## config.mk

```make
export PLATFORM = sky130hd
export DESIGN_NAME = multicycle_controller
export DESIGN_NICKNAME = d
export VERILOG_FILES = /design/src/rtl/multicycle_controller.sv
export SDC_FILE = /design/constraint.sdc
export NUM_CORES = 1
export LEC_CHECK = 0
export ABC_AREA = 1
export CORE_MARGIN = 2
export CORE_UTILIZATION = 51
export CTS_BUF_LIST = sky130_fd_sc_hd__clkbuf_2
export DETAILED_ROUTE_END_ITERATION = 16
export PLACE_DENSITY = 0.82
export SLEW_MARGIN = 20
export SYNTH_ARGS = -nofsm -noshare
export SYNTH_HDL_FRONTEND = slang
export SYNTH_SLANG_ARGS = --single-unit
```

## constraint.sdc

```tcl
create_clock -name clk -period 4.5 [get_ports clk]
set_input_delay 0.45 -clock clk [delete_from_list [all_inputs] [get_ports clk]]
set_output_delay 0.45 -clock clk [all_outputs]
set_load 0.05 [all_outputs]
```

## src/rtl/multicycle_controller.sv

```systemverilog
// Multi-cycle FSM controller for the RV32I-subset core: sequences fetch, decode, execute,
// memory and writeback over one shared ALU and a unified memory with a bounded ready wait.
module multicycle_controller #(
    parameter int ALUOP_W     = 3,
    parameter bit UNSIGNED_BR = 1'b1,
    parameter int TIMEOUT     = 255
) (
    input  logic               clk,
    input  logic               rst,
    input  logic [6:0]         op,
    input  logic [2:0]         func3,
    input  logic [6:0]         func7,
    input  logic               zero,
    input  logic               negetive,
    input  logic               ltu,
    input  logic               mem_ready,
    output logic               pcwrite,
    output logic               pcsrc,
    output logic               adrsrc,
    output logic               memread,
    output logic               memwrite,
    output logic               irwrite,
    output logic               regwrite,
    output logic [1:0]         resultsrc,
    output logic [1:0]         alusrca,
    output logic [1:0]         alusrcb,
    output logic [ALUOP_W-1:0] aluop,
    output logic [2:0]         immsrc,
    output logic [1:0]         fault
);

    localparam int CW = $clog2(TIMEOUT + 1);

    typedef enum logic [3:0] {
        FETCH, DECODE, EXEC_R, EXEC_I, ALU_WB, MEM_ADDR, MEM_READ, MEM_WB,
        MEM_WRITE, BRANCH, JAL, JALR1, JALR2, LUI, TRAP
    } state_t;

    localparam logic [6:0] OP_R     = 7'b0110011;
    localparam logic [6:0] OP_I     = 7'b0010011;
    localparam logic [6:0] OP_LOAD  = 7'b0000011;
    localparam logic [6:0] OP_STORE = 7'b0100011;
    localparam logic [6:0] OP_BR    = 7'b1100011;
    localparam logic [6:0] OP_JAL   = 7'b1101111;
    localparam logic [6:0] OP_JALR  = 7'b1100111;
    localparam logic [6:0] OP_LUI   = 7'b0110111;

    localparam logic [2:0] ALU_ADD  = 3'b000;
    localparam logic [2:0] ALU_SUB  = 3'b001;
    localparam logic [2:0] ALU_AND  = 3'b010;
    localparam logic [2:0] ALU_OR   = 3'b011;
    localparam logic [2:0] ALU_SLT  = 3'b100;
    localparam logic [2:0] ALU_SLTU = 3'b101;
    localparam logic [2:0] ALU_XOR  = 3'b110;

    localparam logic [2:0] IMM_I = 3'b000;
    localparam logic [2:0] IMM_S = 3'b001;
    localparam logic [2:0] IMM_B = 3'b010;
    localparam logic [2:0] IMM_J = 3'b011;
    localparam logic [2:0] IMM_U = 3'b100;

    localparam logic [1:0] FLT_NONE = 2'b00;
    localparam logic [1:0] FLT_ILL  = 2'b01;
    localparam logic [1:0] FLT_TMO  = 2'b10;

    state_t          state, state_next;
    logic [CW-1:0]   wait_cnt, wait_cnt_next;
    logic [1:0]      fault_next;
    logic [2:0]      alu3;
    logic            illegal;
    logic            take;
    logic            waiting;
    logic            timed_out;

    // Only the memory-facing states count stalled cycles; a ready in the limit cycle wins.
    assign waiting   = (state inside {FETCH, MEM_READ, MEM_WRITE}) && !mem_ready;
    assign timed_out = waiting && (wait_cnt == CW'(TIMEOUT));
    assign aluop     = ALUOP_W'(alu3);

    // NOTE: sequential state uses non-blocking assignments so every register samples pre-edge values.
    always_ff @(posedge clk or negedge rst) begin
        if (!rst) begin
            state    <= FETCH;
            wait_cnt <= '0;
            fault    <= FLT_NONE;
        end else begin
            state    <= state_next;
            wait_cnt <= wait_cnt_next;
            fault    <= fault_next;
        end
    end

    always_comb begin
        wait_cnt_next = wait_cnt;
        if (state_next != state) wait_cnt_next = '0;
        else if (waiting)        wait_cnt_next = wait_cnt + CW'(1);
    end

    // NOTE: every output and next-state term gets a default first so no path can infer a latch.
    always_comb begin
        state_next = state;
        fault_next = fault;
        pcwrite    = 1'b0;
        pcsrc      = 1'b0;
        adrsrc     = 1'b0;
        memread    = 1'b0;
        memwrite   = 1'b0;
        irwrite    = 1'b0;
        regwrite   = 1'b0;
        resultsrc  = 2'b00;
        alusrca    = 2'b00;
        alusrcb    = 2'b00;
        alu3       = ALU_ADD;
        immsrc     = IMM_I;
        illegal    = 1'b0;
        take       = 1'b0;

        unique case (state)
            FETCH: begin
                memread = 1'b1;
                alusrcb = 2'b10;
                irwrite = mem_ready;
                pcwrite = mem_ready;
                if (mem_ready) state_next = DECODE;
            end
            DECODE: begin
                alusrca = 2'b01;
                alusrcb = 2'b01;
                case (op)
                    OP_R:     state_next = EXEC_R;
                    OP_I:     state_next = EXEC_I;
                    OP_LOAD:  begin
                        if (func3 == 3'b010) state_next = MEM_ADDR;
                        else                 illegal = 1'b1;
                    end
                    OP_STORE: begin
                        immsrc = IMM_S;
                        if (func3 == 3'b010) state_next = MEM_ADDR;
                        else                 illegal = 1'b1;
                    end
                    OP_BR:    begin immsrc = IMM_B; state_next = BRANCH; end
                    OP_JAL:   begin immsrc = IMM_J; state_next = JAL;    end
                    OP_JALR:  begin
                        if (func3 == 3'b000) state_next = JALR1;
                        else                 illegal = 1'b1;
                    end
                    OP_LUI:   begin immsrc = IMM_U; state_next = LUI;    end
                    default:  illegal = 1'b1;
                endcase
            end
            EXEC_R: begin
                alusrca    = 2'b10;
                state_next = ALU_WB;
                case ({func7, func3})
                    {7'b0000000, 3'b000}: alu3 = ALU_ADD;
                    {7'b0100000, 3'b000}: alu3 = ALU_SUB;
                    {7'b0000000, 3'b010}: alu3 = ALU_SLT;
                    {7'b0000000, 3'b011}: alu3 = ALU_SLTU;
                    {7'b0000000, 3'b100}: alu3 = ALU_XOR;
                    {7'b0000000, 3'b110}: alu3 = ALU_OR;
                    {7'b0000000, 3'b111}: alu3 = ALU_AND;
                    default:              illegal = 1'b1;
                endcase
            end
            EXEC_I: begin
                alusrca    = 2'b10;
                alusrcb    = 2'b01;
                state_next = ALU_WB;
                case (func3)
                    3'b000:  alu3 = ALU_ADD;
                    3'b010:  alu3 = ALU_SLT;
                    3'b011:  alu3 = ALU_SLTU;
                    3'b100:  alu3 = ALU_XOR;
                    3'b110:  alu3 = ALU_OR;
                    3'b111:  alu3 = ALU_AND;
                    default: illegal = 1'b1;
                endcase
            end
            ALU_WB: begin
                regwrite   = 1'b1;
                state_next = FETCH;
            end
            MEM_ADDR: begin
                alusrca    = 2'b10;
                alusrcb    = 2'b01;
                immsrc     = (op == OP_STORE) ? IMM_S : IMM_I;
                state_next = (op == OP_STORE) ? MEM_WRITE : MEM_READ;
            end
            MEM_READ: begin
                adrsrc  = 1'b1;
                memread = 1'b1;
                if (mem_ready) state_next = MEM_WB;
            end
            MEM_WB: begin
                regwrite   = 1'b1;
                resultsrc  = 2'b01;
                state_next = FETCH;
            end
            MEM_WRITE: begin
                adrsrc   = 1'b1;
                memwrite = 1'b1;
                if (mem_ready) state_next = FETCH;
            end
            BRANCH: begin
                alusrca    = 2'b10;
                alu3       = ALU_SUB;
                pcsrc      = 1'b1;
                immsrc     = IMM_B;
                state_next = FETCH;
                case (func3)
                    3'b000:  take = zero;
                    3'b001:  take = !zero;
                    3'b100:  take = negetive;
                    3'b101:  take = !negetive;
                    3'b110:  if (UNSIGNED_BR) take = ltu;  else illegal = 1'b1;
                    3'b111:  if (UNSIGNED_BR) take = !ltu; else illegal = 1'b1;
                    default: illegal = 1'b1;
                endcase
                pcwrite = take;
            end
            JAL: begin
                alusrca    = 2'b01;
                alusrcb    = 2'b10;
                pcsrc      = 1'b1;
                pcwrite    = 1'b1;
                regwrite   = 1'b1;
                resultsrc  = 2'b10;
                immsrc     = IMM_J;
                state_next = FETCH;
            end
            JALR1: begin
                alusrca    = 2'b01;
                alusrcb    = 2'b10;
                state_next = JALR2;
            end
            JALR2: begin
                alusrca    = 2'b10;
                alusrcb    = 2'b01;
                pcwrite    = 1'b1;
                regwrite   = 1'b1;
                state_next = FETCH;
            end
            LUI: begin
                regwrite   = 1'b1;
                resultsrc  = 2'b11;
                immsrc     = IMM_U;
                state_next = FETCH;
            end
            TRAP:    state_next = TRAP;
            default: state_next = FETCH;
        endcase

        if (illegal) begin
            state_next = TRAP;
            fault_next = FLT_ILL;
        end else if (timed_out) begin
            state_next = TRAP;
            fault_next = FLT_TMO;
        end
    end

endmodule

```

==> impl_metrics.json <==
{
  "start_util": 0.530,
  "clock_latency_ns": 0.28,
  "combPwrFrac": 0.221,
  "drtIter0Drc": 90,
  "std_cell_rows": 21,
  "internal_power_uw": 171,
  "rsz0062_at_grt": "false",
  "track_usage": 0.242,
  "maxClockFrequency_ghz": 0.320,
  "fp.dieH_microns": 62.9,
  "hold-path-endpoint": "fault[1]",
  "cts_buffers": 3,
  "p_seq_frac": 0.529,
  "tritoncts": "done",
  "drc": 0,
  "ctsLongestPathBuffers": 2,
  "final_common_cell": "nand2_1",
  "synth_area_sq_mm": 0.00177,
  "timing.final.setup_violations": 0,
  "critical_path_arrival_ns": 2.68,
  "crit_type": "in2out",
  "syn_avg_cell_area_sq_um": 6.12,
  "firstDrtPassIters": 5,
  "die-area_sq_mm": 0.00395,
  "post-route-min-period_ns": 3.13,
  "drive_gt1_frac": 0.177,
  "yosysWarnings": 0,
  "wl_per_cell_microns": 12.0,
  "pwr_density_cell_mw_per_mm2": 107,
  "antenna_found_initial": 0,
  "grt_max_degree": 15,
  "diodes": 0,
  "r2r_cells": 14,
  "syn_nets": 313,
  "start_kind": "input port",
  "numClockSinks": 14,
  "grt_overflow": 0,
  "setup_tns_ns": 0,
  "p_clk_frac": 0.250,
  "wirelength_microns": 4540,
  "post_cts_buffers": 0,
  "syn_to_final_growth_pct": 27.0,
  "cp_max_fo": 11,
  "cts-resized-gates": 0,
  "ys_seq_area_frac": 0.198,
  "drv_slew": 0,
  "rrSetupSlack_ns": 2.33,
  "drv_cap": 0,
  "hold_violations": 0,
  "r2r-start": "state[2]",
  "port_buffers": 43,
  "min-delay-start": "fault[1]",
  "htreeDepth": 1,
  "hpwl_microns": 3750,
  "syn_inst": 289,
  "coreArea_sq_mm": 0.00334,
  "switching_share": 0.286,
  "period_share": 0.695,
  "antenna_left": 0,
  "hold_path.class": "reg2reg",
  "layout_common_cells": "83 x nand2_1, 43 x clkdlybuf4s50_1, 36 x inv_1, 25 x nor2_1, 23 x nand3_1",
  "pin_count": 44,
  "synth_seq_cells": 14,
  "synthDistinctLibCells": 40,
  "switchingPower_uw": 68.5,
  "grt_pass1_vias": 1784,
  "viasPerCell": 5.08,
  "end_kind": "output pin",
  "worst_pin_slew_ns": 0.659,
  "ir_worst_vdd_mv": 0.170,
  "final_nets": 358,
  "crit_required_ns": 4.05,
  "grt_pass1_wl_microns": 7800,
  "p_leak_uw": 0.00109,
  "path_clk_slew_ns": 0.13,
  "die_w_microns": 62.9,
  "startpoint": "func3[1]",
  "holdBufCountCts": 0,
  "timing.slew.headroom": 0.560,
  "r2r-end": "wait_cnt[0]",
  "status": "complete, no violations",
  "num_vias": 1926,
  "root_buffer": "clkbuf_2",
  "finalWeightedCongestion": 0.903,
  "fin_skew_ns": 0.00217,
  "min_path_cells": 2,
  "hold_ws_ns": 0.512
}
==> cell families (layout without fill, tap and decap cells) <==
family	Yosys count	in the layout	share of synthesized area
AO/OA/AOI/OAI	31	31	0.110
XOR/XNOR	6	6	0.0297
adder cells (fa/ha/maj)	1	1	0.00708
buffers and inverters	52	96	0.123
flip-flops	14	14	0.198
multiplexers	2	2	0.0113
AND/OR/NAND/NOR	183	183	0.520
==> flip-flops by register name (all words and copies together), names as in the netlist <==
register  count
wait_cnt      8
state         4
fault         2
==> metrics by stage <==
step	utilization	area [sq um]	instances	total power [uW]	setup slack [ns]
after CTS	0.673	2240	379	241	1.40
after detailed placement	0.667	2230	375	181	1.40
after floorplan	-	1770	289	152	1.96
after global placement	0.667	2230	375	181	1.45
after global routing	0.673	2240	379	256	1.18
final	0.673	2240	379	239	1.37
==> power by group through the flow <==
stage	registers, uW	logic, uW	clock network (uW)
after CTS	127	52.8	61.5
final	126	52.9	59.8
after global placement	129	51.7	0
after floorplan	131	21.1	0
after detailed placement	129	52.6	0
after global routing	127	58.9	70.4
==> critical path: stages <==
cell and delay [ns]:
clkdlybuf4s50_1 0.62, nor2_2 0.29, inv_1 0.09, nor2_1 0.09, nand2_1 0.07, nand2_1 0.07, a31oi_1 0.03, o21ai_0 0.15
clkdlybuf4s50_1 0.82
==> cell type report <==
type                       count  area, sq um
multi-input combinational    223         1200
fill                         319         1090
timing repair buffer          43          430
sequential                    14          350
inverter                      49          188
tap                           46         57.6
clock buffer                   3         15.0
clock inverter                 1         3.75
==> routing by layer <==
metal,routed length [microns],global-route usage,part of all wire,vias up
met5,0,0,0,-
met4,20,0.0611,0.0044,0
met3,240,0.0432,0.053,4
met2,2170,0.406,0.48,64
met1,2110,0.321,0.47,853
li1,-,-,-,1005
==> Yosys cell counts, drive strengths merged <==
master    n  share of area
nand2    97           0.23
nor2     49           0.16
inv      46          0.099
nand3    25          0.081
dfrtp    14           0.20
o21ai    12          0.040
a21oi     9          0.028
nand4     6          0.025
xor2      4          0.020
buf       3          0.017
clkinv    3         0.0071
nor3      3         0.0085
a211oi    2         0.0085
a31oi     2         0.0071
mux2i     2          0.011
o221ai    2         0.0099
or2       2         0.0085
xnor2     2         0.0099
a21boi    1         0.0042
ha        1         0.0071
nor4      1         0.0035
o2111ai   1         0.0050
o211ai    1         0.0042
o22ai     1         0.0035
==> worst max-delay path by stage <==
stage | to | slack [ns] | cells past startpoint
after CTS | aluop[0] | 1.40 | 9
after global routing | aluop[0] | 1.18 | 9
after floorplan | aluop[0] | 1.96 | 7
after detailed placement | aluop[0] | 1.40 | 9
final | aluop[0] | 1.37 | 9
after global placement | aluop[0] | 1.45 | 9
Note: power is estimated with default switching activity, not from simulation.
